## src/rtl/refresh_arbiter_pkg.sv

```systemverilog
// Shared types and defaults for the DRAM refresh arbiter.
package refresh_arbiter_pkg;

  typedef enum logic [2:0] {
    IDLE    = 3'd0,
    CPU     = 3'd1,
    REF_CAS = 3'd2,
    REF_RAS = 3'd3,
    REF_PRE = 3'd4
  } arb_state_e;

  localparam int PEND_W        = 2;
  localparam int PHASE_W       = 4;
  localparam int DEF_CAS_SETUP = 1;
  localparam int DEF_RAS_PULSE = 4;
  localparam int DEF_PRECHARGE = 3;
  localparam int DEF_PEND_MAX  = 3;

  function automatic logic is_ref(arb_state_e s);
    return (s == REF_CAS) || (s == REF_RAS) || (s == REF_PRE);
  endfunction

endpackage

```

## src/rtl/refresh_pend_ctr.sv

```systemverilog
// Counts owed refreshes: RefReq rising-edge detect, saturating up/down count, sticky miss.
module refresh_pend_ctr
  import refresh_arbiter_pkg::*;
#(
  parameter int PEND_MAX = DEF_PEND_MAX
) (
  input  logic              clk,
  input  logic              rst,
  input  logic              ref_req,
  input  logic              dec,
  output logic [PEND_W-1:0] pend,
  output logic              ref_miss
);

  localparam logic [PEND_W-1:0] MAX_CNT = PEND_W'(PEND_MAX);

  logic              req_q, req_d;
  logic [PEND_W-1:0] pend_q, pend_d;
  logic              miss_q, miss_d;
  logic              inc;

  always_comb begin
    req_d  = ref_req;
    inc    = ref_req & ~req_q;
    pend_d = pend_q;
    miss_d = miss_q;
    // A simultaneous request and completion cancel; nothing is lost then.
    if (inc && !dec) begin
      if (pend_q == MAX_CNT) miss_d = 1'b1;
      else                   pend_d = pend_q + 1'b1;
    end else if (dec && !inc && pend_q != '0) begin
      pend_d = pend_q - 1'b1;
    end
  end

  always_ff @(posedge clk or posedge rst) begin
    if (rst) begin
      req_q  <= 1'b0;
      pend_q <= '0;
      miss_q <= 1'b0;
    end else begin
      req_q  <= req_d;
      pend_q <= pend_d;
      miss_q <= miss_d;
    end
  end

  assign pend     = pend_q;
  assign ref_miss = miss_q;

endmodule

```

## src/rtl/refresh_arbiter.sv

```systemverilog
// Arbitrates the DRAM array between CPU accesses and CAS-before-RAS refresh.
// Optional REFARB_STATS_EN adds UrgCnt, a saturating count of urgent refresh starts.
module refresh_arbiter
  import refresh_arbiter_pkg::*;
#(
  parameter int CAS_SETUP = DEF_CAS_SETUP,
  parameter int RAS_PULSE = DEF_RAS_PULSE,
  parameter int PRECHARGE = DEF_PRECHARGE,
  parameter int PEND_MAX  = DEF_PEND_MAX
) (
  input  logic              CLK,
  input  logic              RST,
  input  logic              RefReq,
  input  logic              RefUrg,
  input  logic              BusReq,
  input  logic              BusDone,
  output logic              CPUGnt,
  output logic              nRAS,
  output logic              nCAS,
  output logic              RefAck,
  output logic              RefBusy,
  output logic              RefMiss,
`ifdef REFARB_STATS_EN
  output logic [7:0]        UrgCnt,
`endif
  output logic [PEND_W-1:0] Pend
);

  localparam logic [PHASE_W-1:0] CAS_LD = PHASE_W'(CAS_SETUP - 1);
  localparam logic [PHASE_W-1:0] RAS_LD = PHASE_W'(RAS_PULSE - 1);
  localparam logic [PHASE_W-1:0] PRE_LD = PHASE_W'(PRECHARGE - 1);

  arb_state_e         state_q, state_d;
  logic [PHASE_W-1:0] phase_q, phase_d;
  logic               gnt_q, gnt_d;
  logic               nras_q, nras_d;
  logic               ncas_q, ncas_d;
  logic               ack_q, ack_d;
  logic               busy_q, busy_d;
  logic               ref_done;
  logic               urg_go;
  logic [PEND_W-1:0]  pend;

  refresh_pend_ctr #(.PEND_MAX(PEND_MAX)) u_pend (
    .clk      (CLK),
    .rst      (RST),
    .ref_req  (RefReq),
    .dec      (ref_done),
    .pend     (pend),
    .ref_miss (RefMiss)
  );

  always_comb begin
    state_d  = state_q;
    phase_d  = (phase_q != '0) ? phase_q - 1'b1 : '0;
    urg_go   = 1'b0;
    ref_done = 1'b0;
    case (state_q)
      IDLE: begin
        if (RefUrg && pend != '0) begin
          state_d = REF_CAS;
          urg_go  = 1'b1;
        end else if (BusReq) begin
          state_d = CPU;
        end else if (pend != '0) begin
          state_d = REF_CAS;
        end
      end
      CPU:     if (BusDone) state_d = IDLE;
      REF_CAS: if (phase_q == '0) state_d = REF_RAS;
      REF_RAS: if (phase_q == '0) state_d = REF_PRE;
      REF_PRE: begin
        if (phase_q == '0) begin
          state_d  = IDLE;
          ref_done = 1'b1;
        end
      end
      default: state_d = IDLE;
    endcase

    // Phase timer counts down to zero and is reloaded on every state entry.
    if (state_d != state_q) begin
      case (state_d)
        REF_CAS: phase_d = CAS_LD;
        REF_RAS: phase_d = RAS_LD;
        REF_PRE: phase_d = PRE_LD;
        default: phase_d = '0;
      endcase
    end

    // Outputs are decoded from the next state so they register alongside it.
    gnt_d  = (state_d == CPU);
    ncas_d = !((state_d == REF_CAS) || (state_d == REF_RAS));
    nras_d = (state_d != REF_RAS);
    ack_d  = ref_done;
    busy_d = is_ref(state_d);
  end

  always_ff @(posedge CLK or posedge RST) begin
    if (RST) begin
      state_q <= IDLE;
      phase_q <= '0;
      gnt_q   <= 1'b0;
      nras_q  <= 1'b1;
      ncas_q  <= 1'b1;
      ack_q   <= 1'b0;
      busy_q  <= 1'b0;
    end else begin
      state_q <= state_d;
      phase_q <= phase_d;
      gnt_q   <= gnt_d;
      nras_q  <= nras_d;
      ncas_q  <= ncas_d;
      ack_q   <= ack_d;
      busy_q  <= busy_d;
    end
  end

  assign CPUGnt  = gnt_q;
  assign nRAS    = nras_q;
  assign nCAS    = ncas_q;
  assign RefAck  = ack_q;
  assign RefBusy = busy_q;
  assign Pend    = pend;

`ifdef REFARB_STATS_EN
  logic [7:0] urg_cnt_q, urg_cnt_d;

  always_comb begin
    urg_cnt_d = urg_cnt_q;
    if (urg_go && urg_cnt_q != 8'hFF) urg_cnt_d = urg_cnt_q + 8'd1;
  end

  always_ff @(posedge CLK or posedge RST) begin
    if (RST) urg_cnt_q <= '0;
    else     urg_cnt_q <= urg_cnt_d;
  end

  assign UrgCnt = urg_cnt_q;
`else
  logic unused_urg;
  assign unused_urg = urg_go;
`endif

endmodule

```

## config.mk

```make
export PLATFORM = sky130hd
export DESIGN_NAME = refresh_arbiter
export DESIGN_NICKNAME = d
export VERILOG_FILES = /design/src/rtl/refresh_arbiter_pkg.sv /design/src/rtl/refresh_pend_ctr.sv /design/src/rtl/refresh_arbiter.sv
export SDC_FILE = /design/constraint.sdc
export NUM_CORES = 1
export LEC_CHECK = 0
export CORE_MARGIN = 2
export CORE_UTILIZATION = 50
export CTS_CLUSTER_DIAMETER = 60
export DETAILED_ROUTE_END_ITERATION = 7
export GPL_TIMING_DRIVEN = 0
export PLACE_DENSITY = 0.83
export SYNTH_ARGS = -nofsm -noshare
export SYNTH_HDL_FRONTEND = slang
export SYNTH_SLANG_ARGS = --single-unit
```

## constraint.sdc

```tcl
create_clock -name CLK -period 1.9 [get_ports CLK]
set_input_delay 0.38 -clock CLK [delete_from_list [all_inputs] [get_ports CLK]]
set_output_delay 0.38 -clock CLK [all_outputs]
set_load 0.01 [all_outputs]
```

==> results.md, run 1 <==
* Final hold vios at 0
* Worst path bufs/invs at 1
* ANT cells at 0
* Final WL at 1640 um
* Hold WC Path Type: in2async
* Worst-Skew Late Latency at 0.28 ns
* Syn_area_per_cell at 9.77 sq um
* Area growth, synth to finish at 21.6%
* Final min period at between 1.5 and 2 ns
* Top FF cell, synth: dfrtp_1
* Clk_skew at between 0.0015 and 0.002 ns
* CP max-delay cell: dfstp_2
* Number of remaining DRC errors at 0
* CP endpoint kind: output port
* Pwr dens at roughly 1400 nW/um^2
* Hold Buf Count CTS at 0
* Startpoint Class: flop
* Crit-path cells: clkdlybuf4s50_1
* Total power draw at 1.52 mW
* PostCTS Resize Cnt at 0
* Final Slew Violations at 0
* Global-route wire length before repair at 2620 um
* Routability congestion estimate at 0.838
* Postcts setup bufs at 0
* Synthesized flop and latch total at 16
* Clk sink count at 16
* Rows at 15
* Share of layout cells above drive strength 1 at 0.226
* Final layout net count at 113
* Critical path depth at 1
* TNS Setup at 0 ns
* Leakage power at 0.436 nW
* Largest stage delay on the critical path at 0.54 ns
* Worst r2r dst: u_pend.ref_miss
* Data arrival, critical path at 1.34 ns
* Gr usage total at 0.178
* Period utilization at 0.907
* Root Buffer: clkbuf_4
* Cell family with most CP delay: flip-flops
* Pre-antenna DRT Iters at 4
* Peak supply drop at between 0.8 and 0.9 mV
* Syn Nets at between 90 and 100
* Gate count of the mapped netlist at around 90
* DRT antenna net count at 0
* Achievable Freq at 0.581 GHz
* Finish-stage setup viols at 0
* Worst R2R Setup Slack at 0.40 ns
* Worst Tran Pin Value at 0.602 ns
* Longest Clk Path Bufs at 2
* WP data required at 1.52 ns
* RSZ-0062 raised after global routing: no
* Core Area at around 1700 sq um
* Largest area contributor in the netlist: dfrtp_1
* # H-tree levels at 1
* Slew headroom at 0.598
* Largest Register: phase_q
* Most frequent cells after synthesis: dfrtp_1 (14), nand2_1 (8), nor2_1 (8), o21ai_0 (8), a21oi_1 (5)
* Largest cells by area after synthesis: dfrtp_1 (40%), dfstp_2 (6.0%), o21ai_0 (4.6%), nand2_1 (3.5%), nor2_1 (3.5%)
* Synth async-reset ratio at 1.00
* Yosys top cell area share at 0.403
* HPWL after DPL at 1200 um
* Max reg flops at 4
* Via density per instance at between 5 and 6
* Status: complete, no violations
* I/O Pins at 14
* Initial antenna violation count at 0
* Number of synthesized flops with an enable pin at 0
* WL/cell at 13.3 um
* Fillers at 136
* Port Buffers at 13
* Via count at roughly 710
* Largest net degree at the start of global routing at 17
* Sequential-to-total area share from yosys stat at 0.463
* Area of the mapped netlist at ~870 sq um
* TritonCTS clock tree: yes
* Drt initial violations at 15
* GR Overflow Total at 0
* Critical Path Fanout Max at 1
* Yosys cell types at 39
* Initial Util at 0.515
* Setup CP Type: reg2out
* RR Startpoint: phase_q[0]
* R2R depth at 4
* DIE WIDTH at 45.7 um
* Synth warn at 0
* Number of global-route vias before repair at 575
* Clk slew on worst S/H paths at approximately 0.090 ns
* DIE HEIGHT at 45.7 um
* Max cap viols at 0
* Die Area at 2090 sq um
* CTS buffer count at 3
* Most frequent cell after synthesis: dfrtp_1
-- placed cells by master, fill, tap and decap left out, types with 2 or more instances in the layout --
master / synthesis / final
clkbuf_4: 0 / 3
dfstp_2: 2 / 2
a21oi_2: 2 / 2
a21oi_1: 5 / 5
nand2b_1: 2 / 2
inv_1: 2 / 2
nand2_1: 8 / 8
nor2_1: 8 / 8
buf_4: 2 / 2
and2_2: 2 / 2
o41ai_1: 2 / 2
dfrtp_1: 14 / 14
nand3_1: 2 / 2
clkdlybuf4s50_1: 0 / 13
o21ai_0: 8 / 8
nor2b_1: 3 / 3
clkbuf_8: 1 / 2
o21ai_1: 2 / 2
o21ba_2: 2 / 2
-- per-layer routing --
| layer | track usage | share of wire |
|---|---|---|
| met5 | 0 | 0 |
| met4 | 0.0686 | 0.015 |
| met3 | 0.0476 | 0.038 |
| met2 | 0.242 | 0.45 |
| met1 | 0.266 | 0.50 |
-- cells by family after synthesis --
kind of cell,after synthesis,share of synthesized area
DFF,16,0.463
and+or+nand+nor,35,0.232
xor gates and xnor gates,2,0.0201
AOI/OAI and AO/OA,29,0.224
buffers and inverters,7,0.0604
-- per-stage QoR --
stage                     hold slack (ns)  std cells  utilization  instance area (sq um)  setup slack [ns]
after floorplan                     0.292         89            -                    870             0.564
after global placement              0.449        119        0.604                   1020             0.187
after detailed placement            0.460        119        0.604                   1020             0.196
after CTS                           0.485        123        0.626                   1060             0.168
after global routing                0.507        123        0.626                   1060             0.132
final                               0.461        123        0.626                   1060             0.178
-- layout make-up --
type,instances,area (sq um),area share
inverters,2,7.51,0.00710
flip-flops and latches,16,403,0.381
plain buffers,5,45.0,0.0426
multi-input cells,66,414,0.392
well taps,17,21.3,0.0201
repair buffers,13,130,0.123
clock buffers,4,36.3,0.0343
-- where the power goes --
part	internal [mW]	switching (mW)
Combinational	0.383	0.377
Sequential	0.449	0.0885
Clock	0.117	0.107
-- how the worst max path moves through the flow --
stage                         from               to
finish                        nCAS             nCAS
global route        u_pend.pend[0]          Pend[0]
CTS                           nCAS             nCAS
detailed placement          BusReq       phase_q[0]
global placement            BusReq       phase_q[0]
floorplan               phase_q[0]  u_pend.ref_miss
Note: power is estimated with default switching activity, not from simulation.
==> run 2: changes to the inputs <==
--- a/config.mk
+++ b/config.mk
@@ -5,6 +5,7 @@
 export SDC_FILE = /design/constraint.sdc
 export NUM_CORES = 1
 export LEC_CHECK = 0
+export CORE_ASPECT_RATIO = 1.1
 export CORE_MARGIN = 2
 export CORE_UTILIZATION = 50
 export CTS_CLUSTER_DIAMETER = 60
==> run 2 against run 1 <==
Compared with the run above: sequential share of layout area unchanged; count of clock-buffer cells in the layout unchanged; core utilization increased by 3.7 points; combinational power is 0.8% lower; die area about the same; largest power group unchanged; critical path type unchanged.
==> results.md, run 2 (synthesized netlist as in run 1, its figures left out) <==
* Initial Util at 0.545
* Pwr dens at 1430 nW/um^2
* Leakage power at 0.436 nW
* Clk sink count at 16
* Global-route wire length before repair at 2620 um
* Number of global-route vias before repair at 637
* Commonest cells after routing, fill and taps aside: dfrtp_1 (14), clkdlybuf4s50_1 (13), nand2_1 (8), o21ai_0 (8), nor2_1 (8)
* Finish-stage setup viols at 0
* Commonest non-fill, non-tap cell in the layout: dfrtp_1
* Clk_skew at approximately 0.0024 ns
* Largest stage delay on the critical path at 0.58 ns
* Routed wl met3 at ~68 um
* Via count at about 700
* Crit-path cells: clkdlybuf4s50_1
* CP endpoint kind: output port
* Share of layout cells above drive strength 1 at 0.226
* WP data required at 1.52 ns
* Area growth, synth to finish at 21.6%
* Via density per instance at 5.67
* Pre-antenna DRT Iters at 5
* Startpoint Class: flop
* Max cap viols at 0
* Worst path bufs/invs at 1
* Final min period at 1.71 ns
* Die Area at approximately 2100 sq um
* Worst Tran Pin Value at 0.598 ns
* PostCTS Resize Cnt at 0
* DIE HEIGHT at approximately 48 um
* RR Startpoint: phase_q[0]
* Critical Path Fanout Max at 8
* TritonCTS clock tree: yes
* CP max-delay cell: clkdlybuf4s50_1
* Data arrival, critical path at 1.33 ns
* RSZ-0062 raised after global routing: no
* Root Buffer: clkbuf_4
* WL/cell at 12.7 um
* Final hold vios at 0
* Final WL at 1560 um
* # H-tree levels at 1
* Routability congestion estimate at 0.800
* Highest routing layer actually used: met4
* Drt initial violations at 12
* ANT cells at 0
* Gr usage total at 0.176
* Worst-Skew Late Latency at 0.28 ns
* Largest net degree at the start of global routing at 17
* Peak supply drop at about 0.75 mV
* Crit. Startpoint: u_pend.pend[0]
* Initial antenna violation count at 0
* Achievable Freq at ~0.6 GHz
* Final Slew Violations at 0
* Rows at 15
* Post-route cell area at 1060 sq um
* I/O Pins at 14
* Status: complete, no violations
* Largest Register: phase_q
* GR Overflow Total at 0
* TNS Setup at 0 ns
* Cell family with most CP delay: buffers and inverters
* Setup CP Type: reg2out
* CTS buffer count at 3
* M1 wire length at 748 um
* Clk slew on worst S/H paths at 0.09 ns
* Postcts setup bufs at 0
* Met2 Wirelength at between 700 and 800 um
* Period utilization at 0.902
* Post-DP Area at 1020 sq um
* Core Area at 1600 sq um
* Hold WC Path Type: in2async
* DRT antenna net count at 0
* Port Buffers at 13
* HPWL after DPL at 1160 um
* Final layout net count at 113
* DIE WIDTH at roughly 44 um
* Longest Clk Path Bufs at 2
* Number of remaining DRC errors at 0
* Hold Buf Count CTS at 0
* Max reg flops at 4
* Slew headroom at 0.601
run 2: cell counts in the layout (fill, tap and decap cells not counted):
No cell type changed its count.
run 2: power by group:
part / internal, mW / switching (mW)
clock: 0.117 / 0.106
combinational: 0.383 / 0.372
sequential: 0.449 / 0.0873
run 2: worst paths after layout:
kind,to,slack (ns),cells after the start
hold / removal,state_q[2],0.47,2
setup reg to reg,phase_q[3],0.38,5
max in group asynchronous,state_q[0],1.05,2
setup / recovery,Pend[0],0.19,1
hold reg to reg,u_pend.ref_miss,0.47,1
min in group CLK,u_pend.ref_miss,0.47,1
run 2: metal layers:
layer | vias to the layer above | global-route usage
met4 | 0 | 0.115
met3 | 5 | 0.0226
li1 | 348 | -
met5 | - | 0
met2 | 22 | 0.276
met1 | 322 | 0.230
run 2: through the flow:
stage	setup slack, ns	instances	utilization	hold slack, ns	power, mW
3_3_place_gp	0.220	119	0.640	0.449	1.27
3_5_place_dp	0.183	119	0.640	0.453	1.29
2_1_floorplan	0.564	89	-	0.292	1.10
6_report	0.187	123	0.663	0.467	1.51
4_1_cts	0.184	123	0.663	0.474	1.52
5_1_grt	0.139	123	0.663	0.497	1.63
run 2: area by class of cell:
cell class / instances / area [sq um]
Buffer: 5 / 45.0
Fill cell: 123 / 538
Clock buffer: 4 / 36.3
Multi-Input combinational cell: 66 / 414
Tap cell: 17 / 21.3
Sequential cell: 16 / 403
Timing Repair Buffer: 13 / 130
Inverter: 2 / 7.51
==> run 3: changes to the inputs <==
--- a/config.mk
+++ b/config.mk
@@ -7,11 +7,11 @@
 export LEC_CHECK = 0
 export CORE_ASPECT_RATIO = 1.1
 export CORE_MARGIN = 2
-export CORE_UTILIZATION = 50
+export CORE_UTILIZATION = 45
 export CTS_CLUSTER_DIAMETER = 60
 export DETAILED_ROUTE_END_ITERATION = 7
 export GPL_TIMING_DRIVEN = 0
-export PLACE_DENSITY = 0.83
+export PLACE_DENSITY = 0.77
 export SYNTH_ARGS = -nofsm -noshare
 export SYNTH_HDL_FRONTEND = slang
 export SYNTH_SLANG_ARGS = --single-unit
==> run 3 against run 2 <==
Compared with the run above: sequential cell count is the same; sequential share of layout area is essentially flat; sequential power is essentially flat; count of clock-buffer cells in the layout is the same; largest power group unchanged.
==> results.md, run 3 (synthesized netlist as in run 1, its figures left out) <==
* Status: complete, no violations
* Worst R2R Setup Slack at 0.34 ns
* Largest net degree at the start of global routing at 17
* Hold Buf Count CTS at 0
* Clk slew on worst S/H paths at 0.10 ns
* # placed instances at 120
* ANT cells at 0
* Period utilization at 0.904
* RSZ-0062 raised after global routing: no
* PostCTS Resize Cnt at 0
* Via count at a little under 700
* Cell family with most CP delay: flip-flops
* Finish-stage setup viols at 0
* Routability congestion estimate at ~0.82
* Setup CP Type: reg2out
* Largest Register: phase_q
* R2R depth at 5
* Longest Clk Path Bufs at 2
* Pre-antenna DRT Iters at 6
* Final setup margin at 0.182 ns
* CP endpoint kind: output port
* Max cap viols at 0
* I/O Pins at 14
* Worst-Skew Late Latency at around 0.3 ns
* TNS Setup at 0 ns
* Critical Path Fanout Max at 1
* Peak supply drop at 0.686 mV
* DP Worst Slack at slightly above 0.2 ns
* Port Buffers at 13
* Final core occ at 0.588
* Global-route wire length before repair at 2860 um
* Share of layout cells above drive strength 1 at 0.226
* Final cell count without fillers at 124
* WL/cell at 12.9 um
* Root Buffer: clkbuf_4
* Initial antenna violation count at 0
* Drt initial violations at 14
* Rows at 16
* Final layout net count at 113
* Final Slew Violations at 0
* Clk_skew at about 0.003 ns
* WP data required at 1.52 ns
* Hold_ws at 0.446 ns
* Worst path bufs/invs at 1
* Pwr dens at about 1400 nW/um^2
* Leakage power at 0.436 nW
* Die Area at 2300 sq um
* Critical path depth at 1
* Final hold vios at 0
* Worst Tran Pin Value at 0.599 ns
* Worst r2r dst: phase_q[3]
* Number of remaining DRC errors at 0
* Max reg flops at 4
* Clk sink count at 16
* Final WL at roughly 1600 um
* Core Area at 1800 sq um
* Achievable Freq at 0.582 GHz
* Startpoint Class: flop
* RR Startpoint: phase_q[0]
* DIE HEIGHT at about 50 um
* Number of global-route vias before repair at about 620
* Largest stage delay on the critical path at approximately 0.52 ns
* Postcts setup bufs at 0
* CTS buffer count at 3
* DRT antenna net count at 0
* Initial Util at 0.483
* Hold WC Path Type: in2async
* Slew headroom at 0.600
* # H-tree levels at 1
* HPWL after DPL at 1160 um
* Commonest cells after routing, fill and taps aside: dfrtp_1 (14), clkdlybuf4s50_1 (13), nand2_1 (8), o21ai_0 (8), nor2_1 (8)
* Area growth, synth to finish at 21.7%
* Data arrival, critical path at 1.34 ns
* Via density per instance at 5.48
* Crit-path cells: clkdlybuf4s50_1
* GR Overflow Total at 0
* Final min period at 1.72 ns
* TritonCTS clock tree: yes
* CP max-delay cell: dfstp_2
* Gr usage total at 0.171
* DIE WIDTH at between 40 and 50 um
* Commonest non-fill, non-tap cell in the layout: dfrtp_1
==> run 3: worst max path at each step <==
stage | from | end | slack [ns]
finish | nCAS | nCAS | 0.18
global route | u_pend.pend[0] | Pend[0] | 0.11
CTS | nCAS | nCAS | 0.17
detailed placement | BusReq | phase_q[0] | 0.21
global placement | BusReq | phase_q[0] | 0.20
floorplan | phase_q[0] | u_pend.ref_miss | 0.56
==> run 3: stage by stage <==
| step | power (mW) | area, sq um |
|---|---|---|
| 2_1_floorplan | 1.10 | 870 |
| 3_3_place_gp | 1.28 | 1020 |
| 3_5_place_dp | 1.29 | 1020 |
| 4_1_cts | 1.53 | 1060 |
| 5_1_grt | 1.63 | 1060 |
| 6_report | 1.52 | 1060 |
==> run 3: where the power goes <==
part	total [mW]	switching, mW	leakage, nW	internal (mW)
clock network	0.231	0.114	0.0210	0.117
registers	0.533	0.0843	0.187	0.448
logic	0.755	0.372	0.228	0.383
total	1.52	0.570	0.436	0.949
==> run 3: per-layer routing <==
| layer | global-route usage | wire length, um | share of wire |
|---|---|---|---|
| met3 | 0.0330 | 44 | 0.028 |
| met5 | 0 | 0 | 0 |
| met4 | 0.100 | 44 | 0.028 |
| met2 | 0.238 | 701 | 0.44 |
| met1 | 0.239 | 807 | 0.51 |
==> run 3: layout make-up <==
class	instances	area, sq um
Clock buffer	4	36.3
Timing Repair Buffer	13	130
Fill cell	159	743
Tap cell	18	22.5
Sequential cell	16	403
Inverter	2	7.51
Buffer	5	45.0
Multi-Input combinational cell	66	414
